### config.mk
export PLATFORM = sky130hd
export DESIGN_NAME = pixel_readout_buffer_flat
export DESIGN_NICKNAME = d
export VERILOG_FILES = /design/src/rtl/camera_pkg.sv /design/src/rtl/pixel_readout_buffer_if.sv /design/src/rtl/sample_buffer.sv /design/src/rtl/pixel_readout_buffer.sv /design/src/flat_wrapper.sv
export SDC_FILE = /design/constraint.sdc
export NUM_CORES = 1
export LEC_CHECK = 0
export CAP_MARGIN = 5
export CORE_UTILIZATION = 41
export CTS_CLUSTER_SIZE = 28
export DETAILED_ROUTE_END_ITERATION = 8
export DONT_BUFFER_PORTS = 1
export GPL_ROUTABILITY_DRIVEN = 0
export HOLD_SLACK_MARGIN = 0.02
export PLACE_DENSITY_LB_ADDON = 0.3
export SETUP_SLACK_MARGIN = 0.15
export SYNTH_ARGS = -nofsm -noshare
export SYNTH_HDL_FRONTEND = slang
export SYNTH_SLANG_ARGS = --single-unit
### constraint.sdc
create_clock -name clk -period 2.38 [get_ports clk]
set_input_delay 0.714 -clock clk [delete_from_list [all_inputs] [get_ports clk]]
set_output_delay 0.714 -clock clk [all_outputs]
set_load 0.1 [all_outputs]
### src/rtl/camera_pkg.sv
// camera_pkg: definitions shared by the camera controller and the pixel
// readout buffer.
//   state_t          readout FSM encoding (IDLE / CAPTURE / DRAIN)
//   ROW1 / ROW2      row identifiers as they appear on out_row
//   CAM_DATA_WIDTH   default ADC sample width
//   CAM_SAMPLES_PER_ROW  default samples per row (controller read cycles per row)
package camera_pkg;

  typedef enum logic [1:0] {
    IDLE    = 2'b00,
    CAPTURE = 2'b01,
    DRAIN   = 2'b11
  } state_t;

  localparam logic ROW1 = 1'b0;
  localparam logic ROW2 = 1'b1;

  localparam int CAM_DATA_WIDTH      = 8;
  localparam int CAM_SAMPLES_PER_ROW = 5;

endpackage

### src/rtl/pixel_readout_buffer_if.sv
// pixel_readout_buffer_if: frame output stream.
//   out_data   streamed sample
//   out_row    row of out_data (ROW1 / ROW2)
//   out_valid  out_data / out_row / out_last are valid
//   out_ready  sink accepts the word
//   out_last   current word is the final word of the frame
// Handshake: a word transfers on every rising clk edge where out_valid and
// out_ready are both 1. While out_valid is 1 and out_ready is 0 the source
// holds out_data, out_row and out_last stable and keeps out_valid at 1.
// out_ready may be driven independently of out_valid.
interface pixel_readout_buffer_if #(
  parameter int DATA_WIDTH = 8
) ();

  logic [DATA_WIDTH-1:0] out_data;
  logic                  out_row;
  logic                  out_valid;
  logic                  out_ready;
  logic                  out_last;

  modport master (
    output out_data,
    output out_row,
    output out_valid,
    output out_last,
    input  out_ready
  );

  modport slave (
    input  out_data,
    input  out_row,
    input  out_valid,
    input  out_last,
    output out_ready
  );

endinterface

### src/rtl/sample_buffer.sv
// sample_buffer: DEPTH x DATA_WIDTH register array holding one frame.
//   clk    write clock
//   we     write enable
//   waddr  write index
//   wdata  write data
//   raddr  read index (combinational read)
//   rdata  array[raddr]
// Contents are deliberately not reset; a frame is always fully written
// before any word of it is read.
module sample_buffer #(
  parameter int DATA_WIDTH = 8,
  parameter int DEPTH      = 10,
  localparam int AW        = $clog2(DEPTH)
) (
  input  logic                  clk,
  input  logic                  we,
  input  logic [AW-1:0]         waddr,
  input  logic [DATA_WIDTH-1:0] wdata,
  input  logic [AW-1:0]         raddr,
  output logic [DATA_WIDTH-1:0] rdata
);

  logic [DATA_WIDTH-1:0] mem [DEPTH];

  always_ff @(posedge clk) begin
    if (we) mem[waddr] <= wdata;
  end

  assign rdata = mem[raddr];

endmodule

### src/rtl/pixel_readout_buffer.sv
// pixel_readout_buffer: captures one frame of ADC samples for two pixel rows
// and streams it out row 1 first.
//   clk, reset        clock, asynchronous active-high reset
//   adc               conversion strobe; a sample is offered when adc = 1
//   nre1, nre2        active-low row selects (exactly one low = legal sample)
//   adc_data          ADC result, valid with adc
//   out_if            output stream (out_data/out_row/out_valid/out_ready/out_last)
//   frame_done        one-cycle pulse after the last word is accepted
//   overrun           sticky: a sample was dropped or had illegal selects
//   dbg_state         current FSM state
module pixel_readout_buffer
  import camera_pkg::*;
#(
  parameter int DATA_WIDTH      = CAM_DATA_WIDTH,
  parameter int SAMPLES_PER_ROW = CAM_SAMPLES_PER_ROW
) (
  input  logic                  clk,
  input  logic                  reset,
  input  logic                  adc,
  input  logic                  nre1,
  input  logic                  nre2,
  input  logic [DATA_WIDTH-1:0] adc_data,
  pixel_readout_buffer_if.master out_if,
  output logic                  frame_done,
  output logic                  overrun,
  output state_t                dbg_state
);

  localparam int N    = SAMPLES_PER_ROW;
  localparam int CW   = $clog2(N + 1);
  localparam int PW   = $clog2(2 * N);
  localparam int LAST = 2 * N - 1;

  state_t          state_q, state_d;
  logic [CW-1:0]   cnt1_q, cnt1_d;
  logic [CW-1:0]   cnt2_q, cnt2_d;
  logic [PW-1:0]   rptr_q, rptr_d;
  logic            done_q, done_d;
  logic            ovr_q, ovr_d;

  logic            we;
  logic [PW-1:0]   waddr;
  logic [DATA_WIDTH-1:0] rdata;

  logic row1_smp, row2_smp, bad_smp, draining;

  assign row1_smp = adc & ~nre1 &  nre2;
  assign row2_smp = adc &  nre1 & ~nre2;
  assign bad_smp  = adc & (nre1 == nre2);
  assign draining = (state_q == DRAIN);

  always_comb begin
    state_d = state_q;
    cnt1_d  = cnt1_q;
    cnt2_d  = cnt2_q;
    rptr_d  = rptr_q;
    done_d  = 1'b0;
    ovr_d   = ovr_q;
    we      = 1'b0;
    waddr   = '0;
    case (state_q)
      IDLE, CAPTURE: begin
        if (bad_smp) begin
          ovr_d = 1'b1;
        end else if (row1_smp) begin
          if (cnt1_q == CW'(N)) begin
            ovr_d = 1'b1;
          end else begin
            we     = 1'b1;
            waddr  = PW'(cnt1_q);
            cnt1_d = cnt1_q + CW'(1);
          end
        end else if (row2_smp) begin
          if (cnt2_q == CW'(N)) begin
            ovr_d = 1'b1;
          end else begin
            we     = 1'b1;
            waddr  = PW'(N) + PW'(cnt2_q);
            cnt2_d = cnt2_q + CW'(1);
          end
        end
        if (state_q == IDLE && (row1_smp || row2_smp)) state_d = CAPTURE;
        // Decided on the post-write counts so the frame is presented in
        // the cycle right after the final sample edge.
        if (cnt1_d == CW'(N) && cnt2_d == CW'(N)) begin
          state_d = DRAIN;
          rptr_d  = '0;
        end
      end
      DRAIN: begin
        if (adc) ovr_d = 1'b1;
        if (out_if.out_ready) begin
          if (rptr_q == PW'(LAST)) begin
            state_d = IDLE;
            cnt1_d  = '0;
            cnt2_d  = '0;
            rptr_d  = '0;
            done_d  = 1'b1;
          end else begin
            rptr_d = rptr_q + PW'(1);
          end
        end
      end
      default: state_d = IDLE;
    endcase
  end

  always_ff @(posedge clk or posedge reset) begin
    if (reset) begin
      state_q <= IDLE;
      cnt1_q  <= '0;
      cnt2_q  <= '0;
      rptr_q  <= '0;
      done_q  <= 1'b0;
      ovr_q   <= 1'b0;
    end else begin
      state_q <= state_d;
      cnt1_q  <= cnt1_d;
      cnt2_q  <= cnt2_d;
      rptr_q  <= rptr_d;
      done_q  <= done_d;
      ovr_q   <= ovr_d;
    end
  end

  sample_buffer #(
    .DATA_WIDTH (DATA_WIDTH),
    .DEPTH      (2 * N)
  ) u_buf (
    .clk   (clk),
    .we    (we),
    .waddr (waddr),
    .wdata (adc_data),
    .raddr (rptr_q),
    .rdata (rdata)
  );

  // Outputs are gated by DRAIN so the unreset array never leaks X outside it.
  assign out_if.out_valid = draining;
  assign out_if.out_data  = draining ? rdata : '0;
  assign out_if.out_row   = (draining && rptr_q >= PW'(N)) ? ROW2 : ROW1;
  assign out_if.out_last  = draining && (rptr_q == PW'(LAST));
  assign frame_done       = done_q;
  assign overrun          = ovr_q;
  assign dbg_state        = state_q;

endmodule
### src/flat_wrapper.sv
// flat-port wrapper written by rule: the top's interface ports become plain ports
module pixel_readout_buffer_flat import camera_pkg::*;
#(
  parameter int DATA_WIDTH      = CAM_DATA_WIDTH,
  parameter int SAMPLES_PER_ROW = CAM_SAMPLES_PER_ROW
)
  (clk, reset, adc, nre1, nre2, adc_data, frame_done, overrun, dbg_state, out_if_out_data, out_if_out_row, out_if_out_valid, out_if_out_last, out_if_out_ready);
  pixel_readout_buffer_if #(.DATA_WIDTH(DATA_WIDTH)) out_if_i ();
  input  logic clk;
  input  logic reset;
  input  logic adc;
  input  logic nre1;
  input  logic nre2;
  input  logic [DATA_WIDTH-1:0] adc_data;
  output logic frame_done;
  output logic overrun;
  output state_t dbg_state;
  output wire logic [$bits(out_if_i.out_data)-1:0] out_if_out_data;
  output wire logic [$bits(out_if_i.out_row)-1:0] out_if_out_row;
  output wire logic [$bits(out_if_i.out_valid)-1:0] out_if_out_valid;
  output wire logic [$bits(out_if_i.out_last)-1:0] out_if_out_last;
  input wire logic [$bits(out_if_i.out_ready)-1:0] out_if_out_ready;
  assign out_if_out_data = out_if_i.out_data;
  assign out_if_out_row = out_if_i.out_row;
  assign out_if_out_valid = out_if_i.out_valid;
  assign out_if_out_last = out_if_i.out_last;
  assign out_if_i.out_ready = out_if_out_ready;
  pixel_readout_buffer #(.DATA_WIDTH(DATA_WIDTH), .SAMPLES_PER_ROW(SAMPLES_PER_ROW)) u_core (.clk(clk), .reset(reset), .adc(adc), .nre1(nre1), .nre2(nre2), .adc_data(adc_data), .out_if(out_if_i), .frame_done(frame_done), .overrun(overrun), .dbg_state(dbg_state));
endmodule
==> qor.txt <==
Slew @ Worst Pin: 0.597 ns
Post-DR wirelength/cell: 18.6 um
Max-slew headroom: 60.1%
Die area: 10600 um^2
Average vias per placed instance: 5.32
Number of synthesized register bits: 94
Vias in the first global route: 2538
Final Worst Setup Slack: -0.519 ns
Port Buffer Count: 0
Post-DP HPWL: 5820 um
Clock slew at reported path FFs: 0.10 ns
CP max-delay cell: mux4_2
Synthesized cell area: 4190 um^2
Seq/Total Area, Yosys: 65.7%
Failing checks: negative setup slack
Max Cap Viol: 0
Total number of vias: 2540
Worst EP arrival: 2.19 ns
Skew-Pair Late Insertion Delay: 0.36 ns
Layout cells sized above 1: 43.0%
Worst Path Max Fanout: 7
Cell count after synthesis: 279
Cell mode on critical path: buf_12
DRT Pass-1 Iters: 4
Largest net degree at the start of global routing: 23
Hold Crit Class: input pin to async pin
Final Hold Viols: 0
Die Wd: 103 um
Ys flop type: edfxtp_1
Post-layout util: 55.8%
Fmax: 345 MHz
Crit Path Category: flop to output port
Initial Utilization: 42.7%
Tcrit/Tclk final: 122%
Total wire length: 8880 um
Yosys warnings: 0
Iteration-0 DRC Markers: 133
Aggregate global-route resource usage: 18.3%
Final setup violation count: 9
CTS root buf: clkbuf_8
Worst path max stage delay: 0.49 ns
Crit path launch type: flop
Max rail drop VDD: 532 uV
RSZ-0062 raised after global routing: true
Core area: 9820 um^2
Initial antenna violation count: 0
Final total power: 6.11 mW
Global route overflow: 0
Slew Limit Fails: 0
Async S/R FF share, synth: 14.9%
I/O pin count: 29
Area delta synth->final: 30.7%
Die Y: 103 um
Lkg Pwr: 1.92 nW
CTS tree: done
Power per Cell Area: 1120 nW/um^2
Total CTS buffers: 9
Post-Route Skew: 0.0124 ns
First-pass GRT wire length: 13700 um
Mean Syn Cell Area: 15.0 um^2
Drt drc: 0
Crit-path cells: buf_12 -> mux4_2 -> and2_4 -> a211oi_2 -> buf_4 -> a211oi_4 -> buf_12
Status: finished with violations
ANT nets after route: 0
Fin crit period: 2.90 ns
Nets: 362
Worst EP required: 1.67 ns
Crit. End Element: output port
Max H-tree Level: 3
ANT cells: 0
Clock sink count: 94
Number of flops mapped to enable cells by yosys: 80
Library cells used by synthesis: 46
Clock Tree Buf Depth: 2
Cell row count: 36
Syn Nets: 302
==> cell families (layout without fill, tap and decap cells) <==
family | after synthesis | count (layout) | share of synthesized area [%]
AOI/OAI and AO/OA | 46 | 46 | 7.23
xor gates and xnor gates | 3 | 3 | 0.627
adders and majority gates | 9 | 9 | 2.69
buffers and inverters | 22 | 87 | 2.39
DFF | 94 | 94 | 65.7
muxes | 29 | 29 | 11.9
and+or+nand+nor | 76 | 76 | 9.44
==> report_power, final <==
group | switching [mW] | total (mW) | internal, mW
Clock | 0.558 | 1.05 | 0.493
Sequential | 0.135 | 2.06 | 1.93
Combinational | 1.61 | 3.00 | 1.39
==> flip-flops by register name, summed over array words and instances (netlist names) <==
name	count
u_core.u_buf.mem	80
u_core.cnt1_q	3
u_core.frame_done	1
u_core.dbg_state	2
u_core.overrun	1
u_core.cnt2_q	3
u_core.rptr_q	4
==> synthesized netlist by cell type (6+ instances only) <==
| master | instances | share of area, % |
|---|---|---|
| edfxtp_1 | 80 | 57 |
| nor2_1 | 20 | 1.8 |
| nand2_1 | 19 | 1.7 |
| a211oi_1 | 17 | 3.0 |
| mux4_2 | 16 | 8.6 |
| dfrtp_1 | 14 | 8.4 |
| mux2i_1 | 10 | 2.4 |
| and2_1 | 9 | 1.3 |
| ha_1 | 9 | 2.7 |
| a21oi_1 | 7 | 0.84 |
| inv_1 | 7 | 0.63 |
| o21ai_1 | 6 | 0.72 |
==> final timing paths <==
check	depth (start not counted)	start	slack, ns	to
worst max-delay path	7	u_core.rptr_q[0]$_DFFE_PP0P_	-0.52	out_if_out_data[3]
worst min-delay path	1	reset	0.30	u_core.cnt1_q[0]$_DFFE_PP0P_
worst max register to register	9	u_core.cnt1_q[1]$_DFFE_PP0P_	0.27	u_core.u_buf.mem[8][5]$_DFFE_PP_
worst min register to register	1	u_core.overrun$_DFFE_PP0P_	0.48	u_core.overrun$_DFFE_PP0P_
max in group asynchronous	1	reset	1.64	u_core.dbg_state[1]$_DFFE_PP0P_
min in group clk	0	adc_data[3]	0.45	u_core.u_buf.mem[1][3]$_DFFE_PP_
==> cell type report <==
cell class / instances / area (um^2)
Sequential cell: 94 / 2760
Inverter: 9 / 41.3
Tap cell: 133 / 166
Timing Repair inverter: 1 / 7.51
Fill cell: 806 / 4340
Multi-Input combinational cell: 163 / 1590
Clock buffer: 10 / 128
Timing Repair Buffer: 61 / 708
Clock inverter: 6 / 70.1
==> routing by layer <==
layer | vias up | GRT usage, % | share of wire [%]
li1 | 1180 | - | -
met1 | 1291 | 24.5 | 44
met2 | 56 | 29.6 | 51
met3 | 13 | 3.53 | 3.9
met4 | 0 | 7.15 | 1.1
met5 | - | 0 | 0
==> cells in the final DEF, fill, tap and decap left out, drive strengths merged, types with 10 or more instances in the layout <==
cell | Yosys | layout
o21ai | 10 | 10
mux2i | 11 | 11
buf | 8 | 60
edfxtp | 80 | 80
dfrtp | 14 | 14
nor2 | 21 | 21
mux4 | 16 | 16
nand2 | 19 | 19
a211oi | 17 | 17
clkbuf | 5 | 11
==> worst max-delay path, delay by kind of cell (launching register included) <==
family                 cells  cell delay, ns
AO/OA/AOI/OAI              2            0.25
buffers and inverters      3            0.47
flip-flops                 1            0.46
multiplexers               1            0.49
AND/OR/NAND/NOR            1            0.15
==> metrics by stage <==
step | setup WS, ns | cell area [um^2] | hold WS (ns) | std cells | TNS, ns
2_1_floorplan | -0.320 | 4380 | 0.514 | 279 | -2.74
3_3_place_gp | -0.155 | 5030 | 0.454 | 448 | -1.10
3_5_place_dp | -0.214 | 5030 | 0.462 | 448 | -1.19
4_1_cts | -0.534 | 5380 | 0.317 | 473 | -4.13
5_1_grt | -0.591 | 5480 | 0.333 | 477 | -4.70
6_report | -0.519 | 5480 | 0.299 | 477 | -4.05
==> timing repair <==
action	4_1_cts	5_1_grt
setup buffers	8	3
hold buffers	0	0
pin swaps	6	15
endpoints found under the setup margin	11	50
gates resized for setup	19	12
cloned	1	1
hold endpoints to repair	0	0
(Power assumes the default switching activity.)
